## src/rtl/keypad_encoder_if.sv

```systemverilog
// Keypad encoder signal bundle: divider strobe and raw key lines in, encoded digit and strobes out.
// valid/err are single-cycle strobes with no ready; the receiver must take them on the cycle they are high.
interface keypad_encoder_if;
  logic       sample_en;
  logic [9:0] keypad;
  logic [3:0] D;
  logic       valid;
  logic       err;
  logic       held;
  logic [1:0] dbg_state;

  modport master (
    output sample_en, keypad,
    input  D, valid, err, held, dbg_state
  );

  modport slave (
    input  sample_en, keypad,
    output D, valid, err, held, dbg_state
  );
endinterface

```

## src/rtl/keypad_encoder.sv

```systemverilog
// Debounces the 10-key numeric keypad and encodes an accepted single key to BCD,
// flagging multi-key patterns and tracking the press until a clean release.
module keypad_encoder #(
  parameter int DEBOUNCE_SAMPLES = 3
) (
  input  logic            clock,
  input  logic            clearn,
  keypad_encoder_if.slave bus
);

  typedef enum logic [1:0] {
    S_IDLE    = 2'd0,
    S_CONFIRM = 2'd1,
    S_HELD    = 2'd2,
    S_RELEASE = 2'd3
  } state_t;

  localparam logic [3:0] NSAMP = 4'(DEBOUNCE_SAMPLES);

  state_t     state_q;
  logic [9:0] sync1_q;
  logic [9:0] ks_q;
  logic [9:0] pat_q;
  logic [3:0] cnt_q;
  logic [3:0] d_q;
  logic       valid_q;
  logic       err_q;
  logic       held_q;

  logic       ks_nz;
  logic       ks_onehot;
  logic [3:0] ks_idx;
  logic [3:0] cnt_inc;

  // Accepting only ever happens while ks equals the candidate pattern, so encode ks directly.
  always_comb begin
    ks_nz     = |ks_q;
    ks_onehot = $onehot(ks_q);
    ks_idx    = 4'd0;
    for (int k = 0; k < 10; k++) begin
      if (ks_q[k]) ks_idx = 4'(k);
    end
    cnt_inc   = cnt_q + 4'd1;
  end

  always_ff @(posedge clock or negedge clearn) begin
    if (!clearn) begin
      state_q <= S_IDLE;
      sync1_q <= '0;
      ks_q    <= '0;
      pat_q   <= '0;
      cnt_q   <= '0;
      d_q     <= '0;
      valid_q <= 1'b0;
      err_q   <= 1'b0;
      held_q  <= 1'b0;
    end else begin
      sync1_q <= bus.keypad;
      ks_q    <= sync1_q;
      valid_q <= 1'b0;
      err_q   <= 1'b0;
      if (bus.sample_en) begin
        unique case (state_q)
          S_IDLE: begin
            if (ks_nz) begin
              pat_q <= ks_q;
              if (NSAMP == 4'd1) begin
                if (ks_onehot) begin
                  d_q     <= ks_idx;
                  valid_q <= 1'b1;
                end else begin
                  err_q <= 1'b1;
                end
                state_q <= S_HELD;
                held_q  <= 1'b1;
              end else begin
                cnt_q   <= 4'd1;
                state_q <= S_CONFIRM;
              end
            end
          end
          S_CONFIRM: begin
            if (!ks_nz) begin
              cnt_q   <= 4'd0;
              state_q <= S_IDLE;
            end else if (ks_q != pat_q) begin
              pat_q <= ks_q;
              cnt_q <= 4'd1;
            end else if (cnt_inc == NSAMP) begin
              if (ks_onehot) begin
                d_q     <= ks_idx;
                valid_q <= 1'b1;
              end else begin
                err_q <= 1'b1;
              end
              cnt_q   <= cnt_inc;
              state_q <= S_HELD;
              held_q  <= 1'b1;
            end else begin
              cnt_q <= cnt_inc;
            end
          end
          S_HELD: begin
            if (!ks_nz) begin
              if (NSAMP == 4'd1) begin
                cnt_q   <= 4'd0;
                state_q <= S_IDLE;
                held_q  <= 1'b0;
              end else begin
                cnt_q   <= 4'd1;
                state_q <= S_RELEASE;
              end
            end
          end
          S_RELEASE: begin
            // Any key seen while releasing restarts the zero count; no new press until a clean release.
            if (ks_nz) begin
              cnt_q <= 4'd0;
            end else if (cnt_inc == NSAMP) begin
              cnt_q   <= 4'd0;
              state_q <= S_IDLE;
              held_q  <= 1'b0;
            end else begin
              cnt_q <= cnt_inc;
            end
          end
          default: state_q <= S_IDLE;
        endcase
      end
    end
  end

  assign bus.D         = d_q;
  assign bus.valid     = valid_q;
  assign bus.err       = err_q;
  assign bus.held      = held_q;
  assign bus.dbg_state = state_q;

endmodule

```

## src/flat_wrapper.sv

```systemverilog
// flat-port wrapper written by rule: the top's interface ports become plain ports
module keypad_encoder_flat 
#(
  parameter int DEBOUNCE_SAMPLES = 3
)
  (clock, clearn, bus_sample_en, bus_keypad, bus_D, bus_valid, bus_err, bus_held, bus_dbg_state);
  keypad_encoder_if bus_i ();
  input  logic clock;
  input  logic clearn;
  input wire logic [$bits(bus_i.sample_en)-1:0] bus_sample_en;
  input wire logic [$bits(bus_i.keypad)-1:0] bus_keypad;
  output wire logic [$bits(bus_i.D)-1:0] bus_D;
  output wire logic [$bits(bus_i.valid)-1:0] bus_valid;
  output wire logic [$bits(bus_i.err)-1:0] bus_err;
  output wire logic [$bits(bus_i.held)-1:0] bus_held;
  output wire logic [$bits(bus_i.dbg_state)-1:0] bus_dbg_state;
  assign bus_i.sample_en = bus_sample_en;
  assign bus_i.keypad = bus_keypad;
  assign bus_D = bus_i.D;
  assign bus_valid = bus_i.valid;
  assign bus_err = bus_i.err;
  assign bus_held = bus_i.held;
  assign bus_dbg_state = bus_i.dbg_state;
  keypad_encoder #(.DEBOUNCE_SAMPLES(DEBOUNCE_SAMPLES)) u_core (.clock(clock), .clearn(clearn), .bus(bus_i));
endmodule
```

## config.mk

```make
export PLATFORM = sky130hd
export DESIGN_NAME = keypad_encoder_flat
export DESIGN_NICKNAME = d
export VERILOG_FILES = /design/src/rtl/keypad_encoder_if.sv /design/src/rtl/keypad_encoder.sv /design/src/flat_wrapper.sv
export SDC_FILE = /design/constraint.sdc
export NUM_CORES = 1
export LEC_CHECK = 0
export CORE_ASPECT_RATIO = 1.25
export CORE_MARGIN = 1.5
export CORE_UTILIZATION = 35
export CTS_CLUSTER_DIAMETER = 80
export DETAILED_ROUTE_END_ITERATION = 8
export MAX_ROUTING_LAYER = met4
export PLACE_DENSITY_LB_ADDON = 0.1
export SYNTH_ARGS = -nofsm -noshare
export SYNTH_HDL_FRONTEND = slang
export SYNTH_SLANG_ARGS = --single-unit
```

## constraint.sdc

```tcl
create_clock -name clock -period 5.3 [get_ports clock]
set_clock_uncertainty 0.1 [all_clocks]
set_input_delay 1.325 -clock clock [delete_from_list [all_inputs] [get_ports clock]]
set_output_delay 1.325 -clock clock [all_outputs]
set_load 0.02 [all_outputs]
```

== Word-level counts from Yosys, hierarchy flattened ==
Cells that the tools add are included.

* Bits in read-only memories: 0
* Input port bits: 13
* Memory bits (writable): 0
* Bits in latches: 0
* Word-level logic and storage cells: 91
* Register bits after elaboration: 43
* Memories kept: 0

* Shift operators: 0
* Multiply operators: 0
* Reductions and logical operators: 9
* Div/mod/pow operators: 0
* Equal/unequal tests: 16
* Muxes and demuxes: 46
* Bitwise logic cells: 1
* Add/sub/neg operators: 10
* $lt $le $gt $ge: 0

{| class="wikitable"
|+ Operators with widths
! operator !! number
|-
| two-way mux 4 bit || 14
|-
| two-way mux 10 bit || 3
|-
| one-hot mux 10 bit (2 select lines) || 1
|-
| two-way mux 1 bit || 18
|-
| adder 4 bit || 4
|-
| one-hot mux 4 bit (4 select lines) || 1
|-
| two-way mux 2 bit || 7
|-
| AND reduction 7 bit || 2
|-
| adder 1 x 1 -> 2 bit || 5
|-
| inequality test 10 bit || 1
|-
| inequality test 2 x 1 -> 1 bit, second input constant || 5
|-
| OR reduction 10 bit || 1
|-
| one-hot mux 2 bit (4 select lines) || 1
|-
| inequality test 2 bit, second input constant || 3
|-
| inequality test 3 bit, second input constant || 2
|-
| AND reduction 6 bit || 1
|-
| AND reduction 5 bit || 1
|-
| adder 4 x 1 -> 4 bit, second input constant || 1
|-
| == test 2 bit, second input constant || 2
|-
| == test 4 x 1 -> 1 bit, second input constant || 1
|-
| == test 4 x 2 -> 1 bit, second input constant || 1
|-
| nonzero test 2 bit || 2
|-
| AND reduction 3 bit || 1
|-
| == test 2 x 1 -> 1 bit, second input constant || 1
|-
| other kinds (3) || 3
|}

== Longest topological paths before layout ==
* Depth after elaboration: 11
* Mapped depth: 14

== Worst setup path after synthesis ==
Ideal clock, no wire load.

* Kind: register to register
* Start: register u_core.ks_q[1]
* End: register u_core.d_q[0], in the netlist u_core.bus.D[0]
* Required time: 5.075 ns
* Clock period less this slack: 3.681 ns
* Library setup time: 0.125 ns
* Buffers on the path: 0
* Stages on the path, launching flop included: 15
* Arrival time: 3.456 ns
* Path slack: 1.619 ns
* Cells stage by stage: dfrtp_1 inv_1 ha_1 inv_1 fa_1 fa_1 inv_1 fa_1 inv_1 fa_1 a211oi_1 mux2i_1 and4bb_2 nand4_4 mux2_4

* Cells in the longest elaborated chain, start to end: 9

{| class="wikitable"
|+ RTL lines
! item !! RTL line !! source
|-
| from (decl) || keypad_encoder.sv:22 || <nowiki>logic [9:0] ks_q;</nowiki>
|-
| from (signal assigned) || keypad_encoder.sv:59 || <nowiki>ks_q <= sync1_q;</nowiki>
|-
| branches (longest 9 deep; another with adder 4 bit) || -- ||
|-
| to (signal assigned) || keypad_encoder.sv:69 || <nowiki>d_q <= ks_idx;</nowiki>
|-
| to (signal assigned) || keypad_encoder.sv:91 || <nowiki>d_q <= ks_idx;</nowiki>
|-
| to (decl) || keypad_encoder.sv:25 || <nowiki>logic [3:0] d_q;</nowiki>
|}

Parallel ways; which one is timed is not known.
A chain may end at the register's enable or synchronous reset.

== Worst setup path in the final report ==
* Start: register u_core.ks_q[3]
* End: register u_core.d_q[2], in the netlist u_core.bus.D[2]

* Cells in the longest elaborated chain, start to end: 7

{| class="wikitable"
|+ RTL lines
! item
|-
| branches (longest 7 deep; another with adder 4 bit)
|}

Parallel ways; which one is timed is not known.

==> results.md <==
* Crit-path slowest cell: fa_1
* CP cell instances: inv_1 > ha_1 > inv_1 > fa_1 > fa_1 > inv_1 > fa_1 > inv_1 > fa_1 > a211oi_1 > mux2i_1 > and4bb_2 > nand4_4 > mux2_4
* Avg WL per Cell at 13.4 microns
* Resized cells post-CTS at 0
* Sequential share of the synthesized area at 0.482
* Final hold violations at 0
* Area grow syn2layout at 17.8%
* Switching share of total power at 0.282
* CTS Hold Bufs at 0
* Clk_lat worst skew at 0.30 ns
* Synthesized area at 2230 sq um
* Int Pwr at 0.478 mW
* H-tree depth at 2
* Area occupied by multi-input gates at 1040 sq um
* Fin crit period at 3.91 ns
* Clock sinks at 43
* Clock Tree Root: clkbuf_8
* Hold depth at 0
* Average size of a mapped cell at 12.2 sq um
* Num CTS Buffers at 5
* Worst EP arrival at 4.00 ns
* Pre-Repair DR Iteration Count at 4
* Sum Neg Setup Slack at 0 ns
* WP data required at 5.39 ns
* Clock Path Buffers at 2
* Starting Density at 0.362
* DRT Wirelength at 3940 microns
* Nets at 243
* Commonest non-fill, non-tap cells in the layout: 43 x dfrtp_1, 28 x inv_1, 20 x clkdlybuf4s50_1, 15 x ha_1
* CP endpoint kind: flop
* Post-synth EDFFs at 0
* Max Cap Viol at 0
* Max-slew headroom at 0.377
* CTS tree: built
* Final setup vio count at 0
* Post-Syn Instances at 183
* Worst-path fanout max at 5
* Worst setup SP type: flop
* Pin count of the biggest net entering global routing at 44
* Sequential cell area at 1080 sq um
* Antenna violations before repair at 0
* Iter 0 DRT Violations at 40
* Final hold slack at 0.251 ns
* Pleak at 1.28 nW
* Placer congestion estimate at 0.827
* I/O Buffers at 21
* Yosys warns at 0
* Path depth of the worst reg2reg path at 14
* Inst Count DP at 287
* Vias in the first global route at 1453
* Fmax at 256 MHz
* Share of flip-flops with an asynchronous set or reset at 1.00
* Die height at 92.3 microns
* Hold Crit Class: flop to flop
* Vias per cell at 4.80
* Post-Synthesis Net Count at 217
* RSZ-0062 raised after global routing: false
* Fin worst setup slack at 1.39 ns
* Worst-path clk slew at 0.09 ns
* FF+latch count, synth at 43
* Fillers at 605
* Outcome: complete, no violations
* Top-area cell type share of the netlist area at 0.482
* Die X at 74.4 microns
* Vias at 1415
* Top cells by area, synth: dfrtp_1 48%, ha_1 8.4%, fa_1 5.4%
* Std cell rows at 32
* Most common library cell in the layout ignoring fill and taps: dfrtp_1
* P_sw at 0.188 mW
* Layout cells sized above 1 at 0.167
* Global route overflow at 0
* Post-synth top area cell: dfrtp_1
* Flop pwr share at 0.522
* Part of the cycle the worst path needs at 0.737
* Non-Filler Instances at 295
* Slew Limit Fails at 0
* Logic pwr share at 0.142
* Worst IR Drop VDD at 118 uV
* Drt drc at 0
* Die Area at 6870 sq um
* I/O pin count at 22
* Setup CP Type: flop to flop
* DRT antenna net count at 0
* DP Worst Slack at 1.36 ns
* PwrDens at 253 nW/um^2
* Clock power share at 0.337
* Top_reg_cell synth: dfrtp_1
* Placed wire-length estimate at 3080 microns
* CP peak stage delay at 0.53 ns
* Library cells used by synthesis at 48
* Setup Fix Bufs, Post-CTS at 0
* Total GRT Usage at 0.132
* Slew of the pin with the lowest slew margin at 0.935 ns
* Core Region at 6170 sq um
* First-pass GRT wire length at 6670 microns
* # diodes at 0
## worst max-delay path, delay by kind of cell, from the launching register on
family / cells / cell delay [ns]
buf+inv: 4 / 0.28
fa+ha+maj: 5 / 1.79
flops: 1 / 0.44
mux: 2 / 0.43
simple gates: 2 / 0.53
compound gates: 1 / 0.23
## path summary, 6_finish.rpt
check / start / to / slack (ns)
worst max-delay path: u_core.ks_q[3] / u_core.bus.D[2] / 1.39
worst min-delay path: u_core.sync1_q[6] / u_core.ks_q[6] / 0.25
worst max register to register: u_core.ks_q[3] / u_core.bus.D[2] / 1.39
worst min register to register: u_core.sync1_q[6] / u_core.ks_q[6] / 0.25
max in group asynchronous: clearn / u_core.pat_q[6] / 3.45
min in group asynchronous: clearn / u_core.bus.D[2] / 1.06
## metal layers
layer	track usage	vias up	part of all wire
met1	0.147	707	0.39
met3	0.0319	8	0.041
met4	0.0545	0	0.025
met2	0.223	31	0.54
met5	-	-	0
li1	-	669	-
## cell families (layout without fill, tap and decap cells)
family,Yosys count,count (layout),share of synthesized area
simple gates,36,36,0.117
flops,43,43,0.482
compound gates,27,27,0.0892
xor+xnor,11,11,0.0432
buf+inv,30,57,0.0510
mux,15,15,0.0796
fa+ha+maj,21,21,0.138
## metrics by stage
step | total power [mW] | area, sq um | util
6_report | 0.665 | 2630 | 0.426
5_1_grt | 0.710 | 2630 | 0.426
4_1_cts | 0.679 | 2630 | 0.426
3_5_place_dp | 0.452 | 2530 | 0.411
3_3_place_gp | 0.445 | 2530 | 0.411
2_1_floorplan | 0.415 | 2230 | -
## cells in the mapped netlist, types with 3 or more instances
cell      instances
xor2_1           10
mux2_4            3
inv_1            28
nor2_1            6
a211oi_1          3
nand3_1           4
dfrtp_1          43
mux2_2           10
a21oi_1           4
fa_1              6
ha_1             15
o21ai_0           5
nand2_1           7
## final cells by class
type                       instances  share of cell area
tap                               85              0.0405
clock inverter                     3              0.0100
timing repair buffer              21              0.0781
clock buffer                       5              0.0262
multi-input combinational        110               0.396
inverter                          28              0.0400
sequential                        43               0.409
## flip-flops by register name, summed over array words and instances (netlist names), named ones only
name / count
u_core.cnt_q: 4
u_core.pat_q: 10
u_core.bus.valid: 1
u_core.bus.dbg_state: 1
u_core.bus.err: 1
u_core.sync1_q: 10
u_core.bus.held: 1
u_core.ks_q: 10
u_core.bus.D: 4
## power by group through the flow
stage	logic (mW)	clock network [mW]	registers (mW)
4_1_cts	0.0978	0.234	0.347
2_1_floorplan	0.0634	0	0.351
5_1_grt	0.113	0.248	0.349
3_3_place_gp	0.0915	0	0.353
6_report	0.0944	0.224	0.347
3_5_place_dp	0.0976	0	0.354
No activity file was read; power rests on OpenSTA's default activity.
